## src/rtl/cpu_boot_ctrl.sv

```systemverilog
// Boot/run sequencer: initialises the register file, streams a program image
// into memory, then runs the CPU for a fixed or unbounded number of cycles.
module cpu_boot_ctrl #(
  parameter int DATA_WIDTH     = 32,
  parameter int REG_COUNT      = 32,
  parameter int REG_ADDR_WIDTH = 5,
  parameter int MEM_DEPTH      = 256,
  parameter int MEM_ADDR_WIDTH = 8,
  parameter int RUN_CYCLES     = 5,
  parameter int INIT_MODE      = 0,
  parameter int CNT_WIDTH      = 32
) (
  input  logic                      clock,
  input  logic                      reset,
  input  logic                      start,
  input  logic                      load_valid,
  input  logic [DATA_WIDTH-1:0]     load_data,
  input  logic                      load_last,
  output logic                      load_ready,
  output logic                      rf_we,
  output logic [REG_ADDR_WIDTH-1:0] rf_waddr,
  output logic [DATA_WIDTH-1:0]     rf_wdata,
  output logic                      mem_we,
  output logic [MEM_ADDR_WIDTH-1:0] mem_addr,
  output logic [DATA_WIDTH-1:0]     mem_wdata,
  output logic                      cpu_reset,
  output logic                      busy,
  output logic                      done,
  output logic                      error,
  output logic [MEM_ADDR_WIDTH:0]   words_loaded,
  output logic [CNT_WIDTH-1:0]      cycle_count
);

  typedef enum logic [2:0] {
    S_IDLE,
    S_INIT,
    S_LOAD,
    S_RUN,
    S_DONE
  } state_t;

  localparam logic [REG_ADDR_WIDTH-1:0] REG_LAST  = REG_ADDR_WIDTH'(REG_COUNT - 1);
  localparam logic [MEM_ADDR_WIDTH:0]   MEM_FULL  = (MEM_ADDR_WIDTH + 1)'(MEM_DEPTH);
  localparam logic [CNT_WIDTH-1:0]      RUN_LIMIT = CNT_WIDTH'(RUN_CYCLES);

  state_t                    state, state_n;
  logic [REG_ADDR_WIDTH-1:0] rf_idx, rf_idx_n;
  logic                      rf_we_n, mem_we_n, error_n;
  logic [REG_ADDR_WIDTH-1:0] rf_waddr_n;
  logic [DATA_WIDTH-1:0]     rf_wdata_n, mem_wdata_n;
  logic [MEM_ADDR_WIDTH-1:0] mem_addr_n;
  logic [MEM_ADDR_WIDTH:0]   words_n;
  logic [CNT_WIDTH-1:0]      cnt_n;
  logic                      accept;

  // load_ready is a registered image of "state is LOAD", so it qualifies acceptance
  assign accept = load_ready && load_valid;

  always_comb begin
    state_n     = state;
    rf_idx_n    = rf_idx;
    rf_we_n     = 1'b0;
    rf_waddr_n  = rf_waddr;
    rf_wdata_n  = rf_wdata;
    mem_we_n    = 1'b0;
    mem_addr_n  = mem_addr;
    mem_wdata_n = mem_wdata;
    words_n     = words_loaded;
    cnt_n       = cycle_count;
    error_n     = error;
    case (state)
      S_IDLE, S_DONE: begin
        if (start) begin
          state_n  = S_INIT;
          rf_idx_n = '0;
          words_n  = '0;
          cnt_n    = '0;
          error_n  = 1'b0;
        end
      end
      S_INIT: begin
        rf_we_n    = 1'b1;
        rf_waddr_n = rf_idx;
        rf_wdata_n = (INIT_MODE == 0) ? DATA_WIDTH'(rf_idx) : '0;
        if (rf_idx == REG_LAST) state_n = S_LOAD;
        else                    rf_idx_n = rf_idx + 1'b1;
      end
      S_LOAD: begin
        if (accept) begin
          mem_we_n    = 1'b1;
          mem_addr_n  = words_loaded[MEM_ADDR_WIDTH-1:0];
          mem_wdata_n = load_data;
          words_n     = words_loaded + 1'b1;
          if (load_last) begin
            state_n = S_RUN;
          end else if (words_n == MEM_FULL) begin
            // image did not end inside the memory: flag it and never start the CPU
            error_n = 1'b1;
            state_n = S_DONE;
          end
        end
      end
      S_RUN: begin
        if ((RUN_CYCLES != 0) && (cycle_count == RUN_LIMIT)) state_n = S_DONE;
      end
      default: state_n = S_IDLE;
    endcase
    // counts RUN cycles including the first; saturates for free-run
    if ((state_n == S_RUN) && (cycle_count != '1)) cnt_n = cycle_count + 1'b1;
  end

  always_ff @(posedge clock) begin
    if (!reset) begin
      state <= S_IDLE;
    end else begin
      state <= state_n;
    end
  end

  always_ff @(posedge clock) begin
    if (!reset) begin
      rf_idx       <= '0;
      rf_we        <= 1'b0;
      rf_waddr     <= '0;
      rf_wdata     <= '0;
      mem_we       <= 1'b0;
      mem_addr     <= '0;
      mem_wdata    <= '0;
      words_loaded <= '0;
      cycle_count  <= '0;
      error        <= 1'b0;
      load_ready   <= 1'b0;
      busy         <= 1'b0;
      done         <= 1'b0;
      cpu_reset    <= 1'b0;
    end else begin
      rf_idx       <= rf_idx_n;
      rf_we        <= rf_we_n;
      rf_waddr     <= rf_waddr_n;
      rf_wdata     <= rf_wdata_n;
      mem_we       <= mem_we_n;
      mem_addr     <= mem_addr_n;
      mem_wdata    <= mem_wdata_n;
      words_loaded <= words_n;
      cycle_count  <= cnt_n;
      error        <= error_n;
      load_ready   <= (state_n == S_LOAD);
      busy         <= (state_n == S_INIT) || (state_n == S_LOAD) || (state_n == S_RUN);
      done         <= (state_n == S_DONE);
      cpu_reset    <= (state_n == S_RUN);
    end
  end

endmodule

```

## config.mk

```make
export PLATFORM = sky130hd
export DESIGN_NAME = cpu_boot_ctrl
export DESIGN_NICKNAME = d
export VERILOG_FILES = /design/src/rtl/cpu_boot_ctrl.sv
export SDC_FILE = /design/constraint.sdc
export NUM_CORES = 1
export LEC_CHECK = 0
export CAP_MARGIN = 25
export CORE_MARGIN = 1.5
export CORE_UTILIZATION = 49
export DETAILED_ROUTE_END_ITERATION = 6
export PLACE_DENSITY = 0.88
export SLEW_MARGIN = 10
export SYNTH_ARGS = -nofsm -noshare
export SYNTH_HDL_FRONTEND = slang
export SYNTH_SLANG_ARGS = --single-unit
```

## constraint.sdc

```tcl
create_clock -name clock -period 3.1 [get_ports clock]
set_input_delay 0.62 -clock clock [delete_from_list [all_inputs] [get_ports clock]]
set_output_delay 0.62 -clock clock [all_outputs]
set_load 0.02 [all_outputs]
```

==> Word-level counts from Yosys, hierarchy flattened <==
Cells that the tools add are included.
{ "totals": {"reg_bits": 101, "word_cells": 73, "output_inout_bits": 125, "inputBits": 37} }
{ "op_classes": {"eq_ne": 17, "muxes": 23, "addsub": 3, "n_reduce_logical": 16} }
{ "op_table": {"columns": ["operator", "count"], "rows": [
  ["$mux 32", 3],
  ["$add 32x1->32 const B", 1],
  ["$eq 32x3->1 const B", 1],
  ["$ne 32x32->1 const B", 1],
  ["$mux 3", 6],
  ["$mux 9", 2],
  ["$pmux 9 s2", 1],
  ["$eq 3x2->1 const B", 4],
  ["$pmux 3 s4", 1],
  ["$mux 5", 2],
  ["$ne 2x2->1 const B", 5],
  ["$pmux 5 s2", 1],
  ["$add 9x1->9 const B", 1],
  ["$eq 9x9->1 const B", 1],
  ["$reduce_bool 2->1", 4],
  ["$eq 3x1->1 const B", 2],
  ["$eq 3x3->1 const B", 2],
  ["$mux 1", 6],
  ["$reduce_and 2->1", 3],
  ["$reduce_and 3->1", 2],
  ["$add 5x1->5 const B", 1],
  ["$eq 5x5->1 const B", 1],
  ["$reduce_and 5->1", 1],
  ["$logic_not 3->1", 1],
  ["4 further kinds", 6]
]} }

==> Longest topological paths before layout <==
Gate-level depths: netlist (run 1).
{ "logic_depth": {"word_depth": 10, "depth_mapped": 10, "depth_no_buf": 8} }

==> Worst setup path before layout (run 1) <==
No wires, ideal clock.
{ "synth_timing": {"kind": "register -> register", "from": "register cycle_count[0]", "to": "register cycle_count[28]", "setup_ps": 117, "setup_slack_ps": 815, "arrival_time_ps": 2168, "stages_incl_launch_ff": 9, "path_buffers": 2, "t_required_ps": 2983, "period_less_slack_ps": 2285, "path_cell_list": "dfxtp_1 > ha_1 > nand3_1 > nor4_4 > and4_4 > a211oi_2 > buf_4 > buf_6 > a22o_1"} }
{ "synth_via": {"elab_chain_cells": 7, "word_cells_on_any_way": 11, "cone_classes": "add/sub: 1; eq/ne: 3; mux: 3; reduce/logical: 4"} }
{ "synth_rtl": {"columns": ["item", "line", "source"], "rows": [
  ["start: declaration", "31", "output logic [CNT_WIDTH-1:0] cycle_count"],
  ["start signal: assignment", "145", "cycle_count <= cnt_n;"],
  ["$eq 32x3->1", "104", "if ((RUN_CYCLES != 0) && (cycle_count == RUN_LIMIT)) state_n = S_DONE;"],
  ["$mux 3", "104", null],
  ["$pmux 3 s4", "71", "case (state)"],
  ["$eq 3x2->1", "109", "if ((state_n == S_RUN) && (cycle_count != '1)) cnt_n = cycle_count + 1'b1;"],
  ["$logic_and 1x1->1", "109", null],
  ["$reduce_bool 2->1 (no line)", null, null],
  ["$reduce_and 2->1 (no line)", null, null]
]} }
Parallel ways exist; a longest one is shown, timed or not.
A chain may end at the register's enable or synchronous reset.

==> Worst setup path in the final report (run 1) <==
{ "layout_timing": {"from": "register cycle_count[0]", "to": "register cycle_count[23]"} }
Same word-level chain as after synthesis.

==> impl_metrics.ini, run 1 <==
[run_status]
status = complete, no violations

[route]
vias_per_cell = 5.631
drtIter0Drc = 270
vias = 4612
dr.pass1.iters = 5
wl_per_cell_um = 15.50
route.detailed.drc = 0
wl_um = 12700
postRouteAntennaNets = 0

[job]
drv_cap = 0

[final_layout]
stdcell_count = 819
area_delta_synth_final_pct = 32.40
antenna_cells = 0
fin_area_um2 = 6151
drive_gt1_share_pct = 5.932
final_util_pct = 66.88
fin_nets = 745

[sta]
tightestPinTransition_ps = 795.4
worst_slack_ps = 433.2
whs_ps = 457.6
min_period_ps = 2667
clock_skew_ps = 14.60
rsz0062_at_grt = false
timing_hold_violations_final = 0
slew_headroom_pct = 46.53
period_share_pct = 86.02
final_max_slew_viol_count = 0
fmax_mhz = 375.0
setup_tns_ps = 0
finalSetupViolCount = 0

[synth]
ys_seq_area_share_pct = 43.52
async_flop_share_pct = 0
synth-adder-area-share_pct = 1.347
synthXorXnorAreaFrac_pct = 0.7541
synth-edff-count = 0
synth_compound_area_share_pct = 19.12
synth.distinct_cells = 64
synth_top_family_by_area = simple AND/OR/NAND/NOR gates
synth_area_um2 = 4646
synth_cells = 583
synth-simple-area-share_pct = 25.50
syn_area_per_cell_um2 = 7.969
synthFlopType = dfxtp_1
synth.ff_latch_count = 101
synthMuxAreaShare_pct = 0.4579
yosys_warnings = 0

[setup_path]
cp_max_fo = 14
cp_data_required_time_ps = 3370
worstReg2RegStart = cycle_count[0]
startpoint_type = flop
reg2reg_slack_ps = 430
worstReg2RegEnd = cycle_count[23]
r2r_cells = 7
criticalPathCategory = reg -> reg
arrival_ps = 2940
crit_path_end_kind = flop

[die]
row_count = 35
core_area_um2 = 9196
dieArea_um2 = 10070
io_pins = 162
dieHeight_um = 100.4
initial_core_util_pct = 50.52
die_w_um = 100.4

[power_and_ir_drop]
p_per_area_nw_per_um2 = 394.1
p_leak_nw = 2.115
power_mw = 2.424
peakVddDrop_v = 0.0002675

[grt]
grt_max_degree = 48
grt_pass1_vias = 4219
grt_use_total_pct = 25.42
antenna_found_initial = 0
grt_pass1_wl_um = 20570
overflow = 0

[clock_network]
clk_pin_slew_ps = 110
cts-resized-gates = 0
cts.sinks = 101
cts_buffers = 9
htreeDepth = 3
clk_latency_ps = 380
post_cts_buffers = 0
root_buffer = clkbuf_8
clock_path_buffers = 2
cts_tree = yes
hold_buffers = 0

[place]
hpwl_um = 8771
place_ws_ps = 309.7
post-place-cells = 803
place_congestion = 0.9353
numPortBuffers = 134
dpl-instance-area_um2 = 5924

[worst_hold_path]
whs_path_depth = 2
hold_start = mem_addr[3]
holdPathEnd = mem_addr[3]
hold_class = reg -> reg
-- cell type report --
type / count / area [um^2]
fill: 762 / 3045
multi-input combinational: 435 / 2302
sequential: 101 / 2022
timing repair buffer: 144 / 1416
tap: 111 / 138.9
clock buffer: 9 / 123.9
clock inverter: 7 / 102.6
inverter: 12 / 45.04
-- placed cells by master, fill, tap and decap left out, types with 2 or more instances in the layout --
cell	instances
nand2_1	134
clkdlybuf4s50_1	134
dfxtp_1	101
a21oi_1	74
nor2_1	29
conb_1	27
a31oi_1	24
o21ai_0	19
nand3_1	16
nand4_1	12
inv_1	11
buf_4	10
nor4_1	9
clkbuf_8	9
and2_1	6
nor3_1	6
and3_1	5
o21ai_1	5
ha_1	5
nand2b_1	4
nor4b_1	3
or3b_2	3
or3_1	3
a41oi_1	3
xor2_1	3
nor3b_1	2
and3b_1	2
a22o_1	2
a211o_1	2
or4_1	2
o21a_1	2
a22oi_1	2
o21bai_1	2
inv_6	2
bufinv_16	2
-- routing by layer --
layer	vias up	part of all wire [%]	wire length, um	global-route usage, %
met1	2114	42	5304	33.71
met5	-	0	0	0
met2	233	48	6108	40.76
met3	34	6.9	882	4.735
li1	2231	-	-	-
met4	0	3.2	402	10.62
-- flip-flops by register name (all words and copies together) (netlist names) --
register,count
words_loaded,9
busy,1
error,1
rf_idx,5
mem_addr,8
cpu_reset,1
mem_we,1
mem_wdata,32
rf_we,1
cycle_count,32
done,1
state,3
load_ready,1
rf_wdata,5
-- synthesized netlist by cell type, types with 2 or more instances --
cell type | n | area share (%)
o21ai_1 | 5 | 0.54
a31oi_1 | 24 | 3.2
a22oi_1 | 2 | 0.32
and3b_1 | 2 | 0.38
a41oi_1 | 3 | 0.57
nand4_1 | 12 | 1.6
nor4_1 | 9 | 1.2
buf_2 | 3 | 0.32
ha_1 | 5 | 1.3
dfxtp_1 | 101 | 44
nor4b_1 | 3 | 0.57
nand2_1 | 134 | 11
o21a_1 | 2 | 0.32
buf_1 | 3 | 0.24
and3_1 | 5 | 0.67
or4_1 | 2 | 0.32
buf_4 | 34 | 5.5
a21oi_1 | 74 | 8.0
or3_1 | 3 | 0.40
and2_1 | 7 | 0.94
o21ai_0 | 19 | 2.0
nand3_1 | 16 | 1.7
nor2_1 | 29 | 2.3
nor3_1 | 6 | 0.65
o21bai_1 | 2 | 0.32
a211o_1 | 2 | 0.38
nor3b_1 | 2 | 0.32
nand2b_1 | 4 | 0.54
or3b_2 | 3 | 0.57
buf_6 | 3 | 0.73
clkbuf_1 | 18 | 1.5
xor2_1 | 3 | 0.57
a22o_1 | 2 | 0.38
inv_1 | 11 | 0.89
-- critical path, stage by stage, from the launching register on --
cell,delay (ps)
dfxtp_1,480
ha_1,210
nor4b_1,330
nand4_1,230
o21ai_1,400
a22o_1,560
o2bb2a_1,290
o41ai_1,60
-- report_power, final --
group	internal [mW]	total, mW	switching, mW
combinational	0.0654	0.162	0.0967
sequential	1.31	1.31	0.00903
clock	0.466	0.948	0.482
total	1.84	2.42	0.587
-- worst max-delay path by stage --
stage | start | end | slack [ps]
6_report | cycle_count[0] | cycle_count[23] | 430
3_5_place_dp | start | cycle_count[23] | 310
4_1_cts | cycle_count[0] | cycle_count[8] | 550
3_3_place_gp | start | cycle_count[23] | 370
2_1_floorplan | cycle_count[0] | cycle_count[28] | 810
5_1_grt | cycle_count[0] | cycle_count[8] | 320
-- logic make-up (layout without fill, tap and decap cells) --
group	count (synthesis)	count (layout)
xor gates and xnor gates	4	4
other	1	27
and+or+nand+nor	247	247
adders and majority gates	5	5
buffers and inverters	73	172
AOI/OAI and AO/OA	150	150
muxes	2	2
DFF	101	101
(Power assumes the default switching activity.)
==> run 2: changes to the inputs <==
Settings changed: PLACE_DENSITY 0.88 to 0.91.
==> run 2 against run 1 <==
Core utilization is essentially flat. Count of clock-buffer cells in the layout is 1 higher. Fmax shrank 0.35%. Clock power up 0.8%. Critical path depth is the same. Design area barely moved. Hold slack about the same. Clock skew down 1.7 ps. Via count decreased by 0.15%. Worst setup slack lost 9.4 ps. Sequential power hardly changed. Largest cell class unchanged.
==> impl_metrics.ini, run 2 (synthesized netlist as in run 1, its figures left out) <==
[sta]
rsz0062_at_grt = false
slew_headroom_pct = 54.80
finalSetupViolCount = 0
tightestPinTransition_ps = 672.4
clock_skew_ps = 12.91
min_period_ps = 2676
final_max_slew_viol_count = 0
period_share_pct = 86.33
setup_tns_ps = 0
fmax_mhz = 373.7
timing_hold_violations_final = 0

[setup_path]
criticalPathCategory = reg -> reg
reg2reg_slack_ps = 420
arrival_ps = 2950
crit_path_end_kind = flop
cp_max_fo = 14
startpoint_type = flop
cp_data_required_time_ps = 3370

[grt]
gr-usage-met2_pct = 39.19
grt_pass1_wl_um = 19170
overflow = 0
busiest_layer = met2
grt_max_degree = 48
antenna_found_initial = 0
grt_use_total_pct = 23.51
grt_pass1_vias = 4174
met3_usage_pct = 4.387
grt_use_met1_pct = 29.12

[clock_network]
cts-resized-gates = 0
clk_latency_ps = 370
hold_buffers = 0
root_buffer = clkbuf_8
htreeDepth = 3
post_cts_buffers = 0
clock_path_buffers = 2
cts_buffers = 9
cts_tree = yes
clk_pin_slew_ps = 100
cts.sinks = 101

[final_layout]
drive_gt1_share_pct = 5.658
final_cell_mix = nand2_1, clkdlybuf4s50_1, dfxtp_1
fin_nets = 744
final_util_pct = 66.84
reg_top3 = cycle_count x32, mem_wdata x32, words_loaded x9
antenna_cells = 0
fin_area_um2 = 6147
area_delta_synth_final_pct = 32.32

[route]
postRouteAntennaNets = 0
vias_per_cell = 5.630
vias = 4605
wl_um = 12300
route.detailed.drc = 0
drtIter0Drc = 291
wl_per_cell_um = 15.03
dr.pass1.iters = 5

[power_and_ir_drop]
p_leak_nw = 2.113
p_per_area_nw_per_um2 = 395.3
clock_power_share_pct = 39.4
peakVddDrop_v = 0.0002164
switching_power_mw = 0.5741
power_frac_seq_pct = 54.1
power_frac_comb_pct = 6.6
p_int_mw = 1.856
switching_share_pct = 23.62

[die]
dieArea_um2 = 10070
row_count = 35
initial_core_util_pct = 50.52
io_pins = 162
core_area_um2 = 9196
dieHeight_um = 100.4
die_w_um = 100.4

[worst_hold_path]
hold_class = reg -> reg

[place]
numPortBuffers = 134
place_congestion = 0.9185
dpl-instance-area_um2 = 5916
hpwl_um = 8617

[run_status]
status = complete, no violations

[job]
drv_cap = 0
[run 2: layout make-up]
type                            instances  area, um^2
Inverter                               12       45.04
Timing Repair Buffer                  143        1409
Tap cell                              111       138.9
Clock inverter                          6       93.84
Fill cell                             702        3049
Clock buffer                           10       137.6
Sequential cell                       101        2022
Multi-Input combinational cell        435        2301
[run 2: critical path, stage by stage, from the launching register on]
cell      delay (ps)
dfxtp_1          470
ha_1             220
nor4b_1          340
nand4_1          240
o21ai_1          430
a22o_1           530
o2bb2a_1         280
o41ai_1           60
[run 2: worst paths after layout]
| kind | cells after the start | start | to |
|---|---|---|---|
| max | 7 | cycle_count[0] | cycle_count[23] |
| max reg2reg | 7 | cycle_count[0] | cycle_count[23] |
| min | 2 | mem_wdata[1] | mem_wdata[1] |
| min reg2reg | 2 | mem_wdata[1] | mem_wdata[1] |
[run 2: routing by layer]
layer,share of wire (%),wire (um)
met5,0,0
met4,3.5,433
met3,6.7,826
met2,48,5917
met1,42,5120
[run 2: metrics by stage]
stage                     worst slack (ps)  hold WS (ps)  power (mW)  std cells
after floorplan                      814.8         449.6       1.459        609
after global placement               378.4         441.0       1.497        802
after detailed placement             315.7         446.3       1.501        802
after CTS                            468.6         461.2       2.444        818
after global routing                 278.1         479.1       2.496        818
final                                423.8         457.9       2.430        818
[run 2: power by group through the flow]
stage	combinational [mW]	clock, mW	sequential [mW]
floorplan	0.114	0	1.35
global placement	0.154	0	1.34
detailed placement	0.158	0	1.34
CTS	0.159	0.971	1.31
global route	0.172	1.01	1.31
finish	0.160	0.956	1.31
==> run 3: changes to the inputs <==
Settings changed: CORE_UTILIZATION 49 to 65, DONT_BUFFER_PORTS from default to 1, PLACE_DENSITY 0.91 to 0.86.
==> run 3 against run 2 <==
First-iteration DRC count decreased by 1.0%. Core utilization is 1.9 points higher. Critical path type unchanged. Clock power fell by 20%. Clock skew down 0.97 ps. Final cell count fell by 18%.
==> impl_metrics.ini, run 3 (synthesized netlist as in run 1, its figures left out) <==
[setup_path]
worstReg2RegEnd = cycle_count[23]
slowest_delay_ps = 560
crit_path_end_kind = flop
criticalPathCategory = reg -> reg
path_cells = ha_1 > nand3_1 > nor4_4 > and4_4 > a22o_1 > o2bb2a_1 > o41ai_1
cp_data_required_time_ps = 3360
cp_max_fo = 14
startpoint_type = flop
reg2reg_slack_ps = 350
worstReg2RegStart = cycle_count[1]
slowest_stage = dfxtp_1
r2r_cells = 7
arrival_ps = 3010

[sta]
rsz0062_at_grt = false
slew_headroom_pct = 53.31
period_share_pct = 88.86
clock_skew_ps = 11.94
fmax_mhz = 363.0
final_max_slew_viol_count = 0
finalSetupViolCount = 0
setup_tns_ps = 0
tightestPinTransition_ps = 694.5
min_period_ps = 2755
timing_hold_violations_final = 0

[die]
die_w_um = 87.54
dieArea_um2 = 7663
dieHeight_um = 87.54
core_area_um2 = 6869
io_pins = 162
row_count = 30
initial_core_util_pct = 67.63

[grt]
antenna_found_initial = 0
grt_pass1_vias = 3518
grt_use_total_pct = 26.99
overflow = 0
grt_pass1_wl_um = 16480
grt_max_degree = 60

[route]
postRouteAntennaNets = 0
wl_per_cell_um = 15.68
dr.pass1.iters = 5
vias = 3999
route.detailed.drc = 0
drtIter0Drc = 288
wl_um = 10480
vias_per_cell = 5.987

[final_layout]
fin_nets = 609
reg_top3 = cycle_count x32, mem_wdata x32, words_loaded x9
antenna_cells = 0
fin_area_um2 = 4725
area_delta_synth_final_pct = 1.697
final_cell_mix = nand2_1, dfxtp_1, a21oi_1
drive_gt1_share_pct = 6.643
layout_commonest_cell = nand2_1

[clock_network]
post_cts_buffers = 0
clock_path_buffers = 2
cts_buffers = 9
cts.sinks = 101
root_buffer = clkbuf_8
hold_buffers = 0
cts_tree = yes
cts-resized-gates = 0
clk_pin_slew_ps = 100
htreeDepth = 3
clk_latency_ps = 360

[power_and_ir_drop]
p_leak_nw = 1.608
p_per_area_nw_per_um2 = 460.0
peakVddDrop_v = 0.0002809

[place]
dpl-instance-area_um2 = 4548
numPortBuffers = 0
hpwl_um = 7285
place_congestion = 0.8928

[worst_hold_path]
whs_path_depth = 2
hold_class = in -> reg
hold_start = load_data[28]
holdPathEnd = mem_wdata[28]

[job]
drv_cap = 0

[run_status]
status = complete, no violations
## run 3: cell count changes in the layout (fill, tap and decap cells not counted)
cell             previous run  this run
clkbuf_8                   10         9
clkinv_4                    1         4
bufinv_16                   2         0
buf_4                       9         8
clkdlybuf4s50_1           134         0
clkbuf_1                    0         1
inv_8                       1         0
## run 3: final cells by class
| class | instances | area (um^2) |
|---|---|---|
| clock buffers | 10 | 127.6 |
| clock inverters | 6 | 48.80 |
| fillers | 600 | 2145 |
| inverters | 12 | 45.04 |
| multi-input cells | 435 | 2301 |
| flip-flops and latches | 101 | 2022 |
| well taps | 96 | 120.1 |
| repair buffers | 8 | 60.06 |
## run 3: worst max-delay path by stage
stage | startpoint | end | slack, ps | depth (start not counted)
after floorplan | cycle_count[0] | cycle_count[28] | 810 | 8
after global placement | cycle_count[1] | cycle_count[23] | 470 | 7
after detailed placement | cycle_count[1] | cycle_count[23] | 390 | 7
after CTS | cycle_count[1] | cycle_count[23] | 350 | 7
after global routing | cycle_count[1] | cycle_count[23] | 170 | 7
final | cycle_count[1] | cycle_count[23] | 350 | 7
## run 3: critical path, delay by kind of cell (launching register included)
kind / cells / cell delay, ps
flops: 1 / 560
compound gates: 3 / 830
fa+ha+maj: 1 / 260
simple gates: 3 / 1000
## run 3: power breakdown
group          total (mW)  switching (mW)  internal, mW
registers            1.32          0.0146          1.31
logic              0.0931          0.0764        0.0167
clock network       0.761           0.461         0.300
## run 3: metal layers
metal | routed length (um) | up-vias | GRT usage, %
met5 | 0 | - | 0
met4 | 206 | 0 | 11.69
met3 | 873 | 17 | 7.634
met2 | 4900 | 175 | 41.19
met1 | 4497 | 1851 | 35.88
li1 | - | 1956 | -
## run 3: per-stage QoR
stage                     hold WS, ps  util (%)  cells  setup WS (ps)  power [mW]
after floorplan                 449.6         -    609          814.8       1.459
final                           375.7     68.78    668          345.2       2.174
after detailed placement        470.3     66.21    652          392.7       1.442
after global routing            352.2     68.78    668          170.0       2.259
after CTS                       366.3     68.78    668          348.9       2.181
after global placement          467.1     66.21    652          473.4       1.439
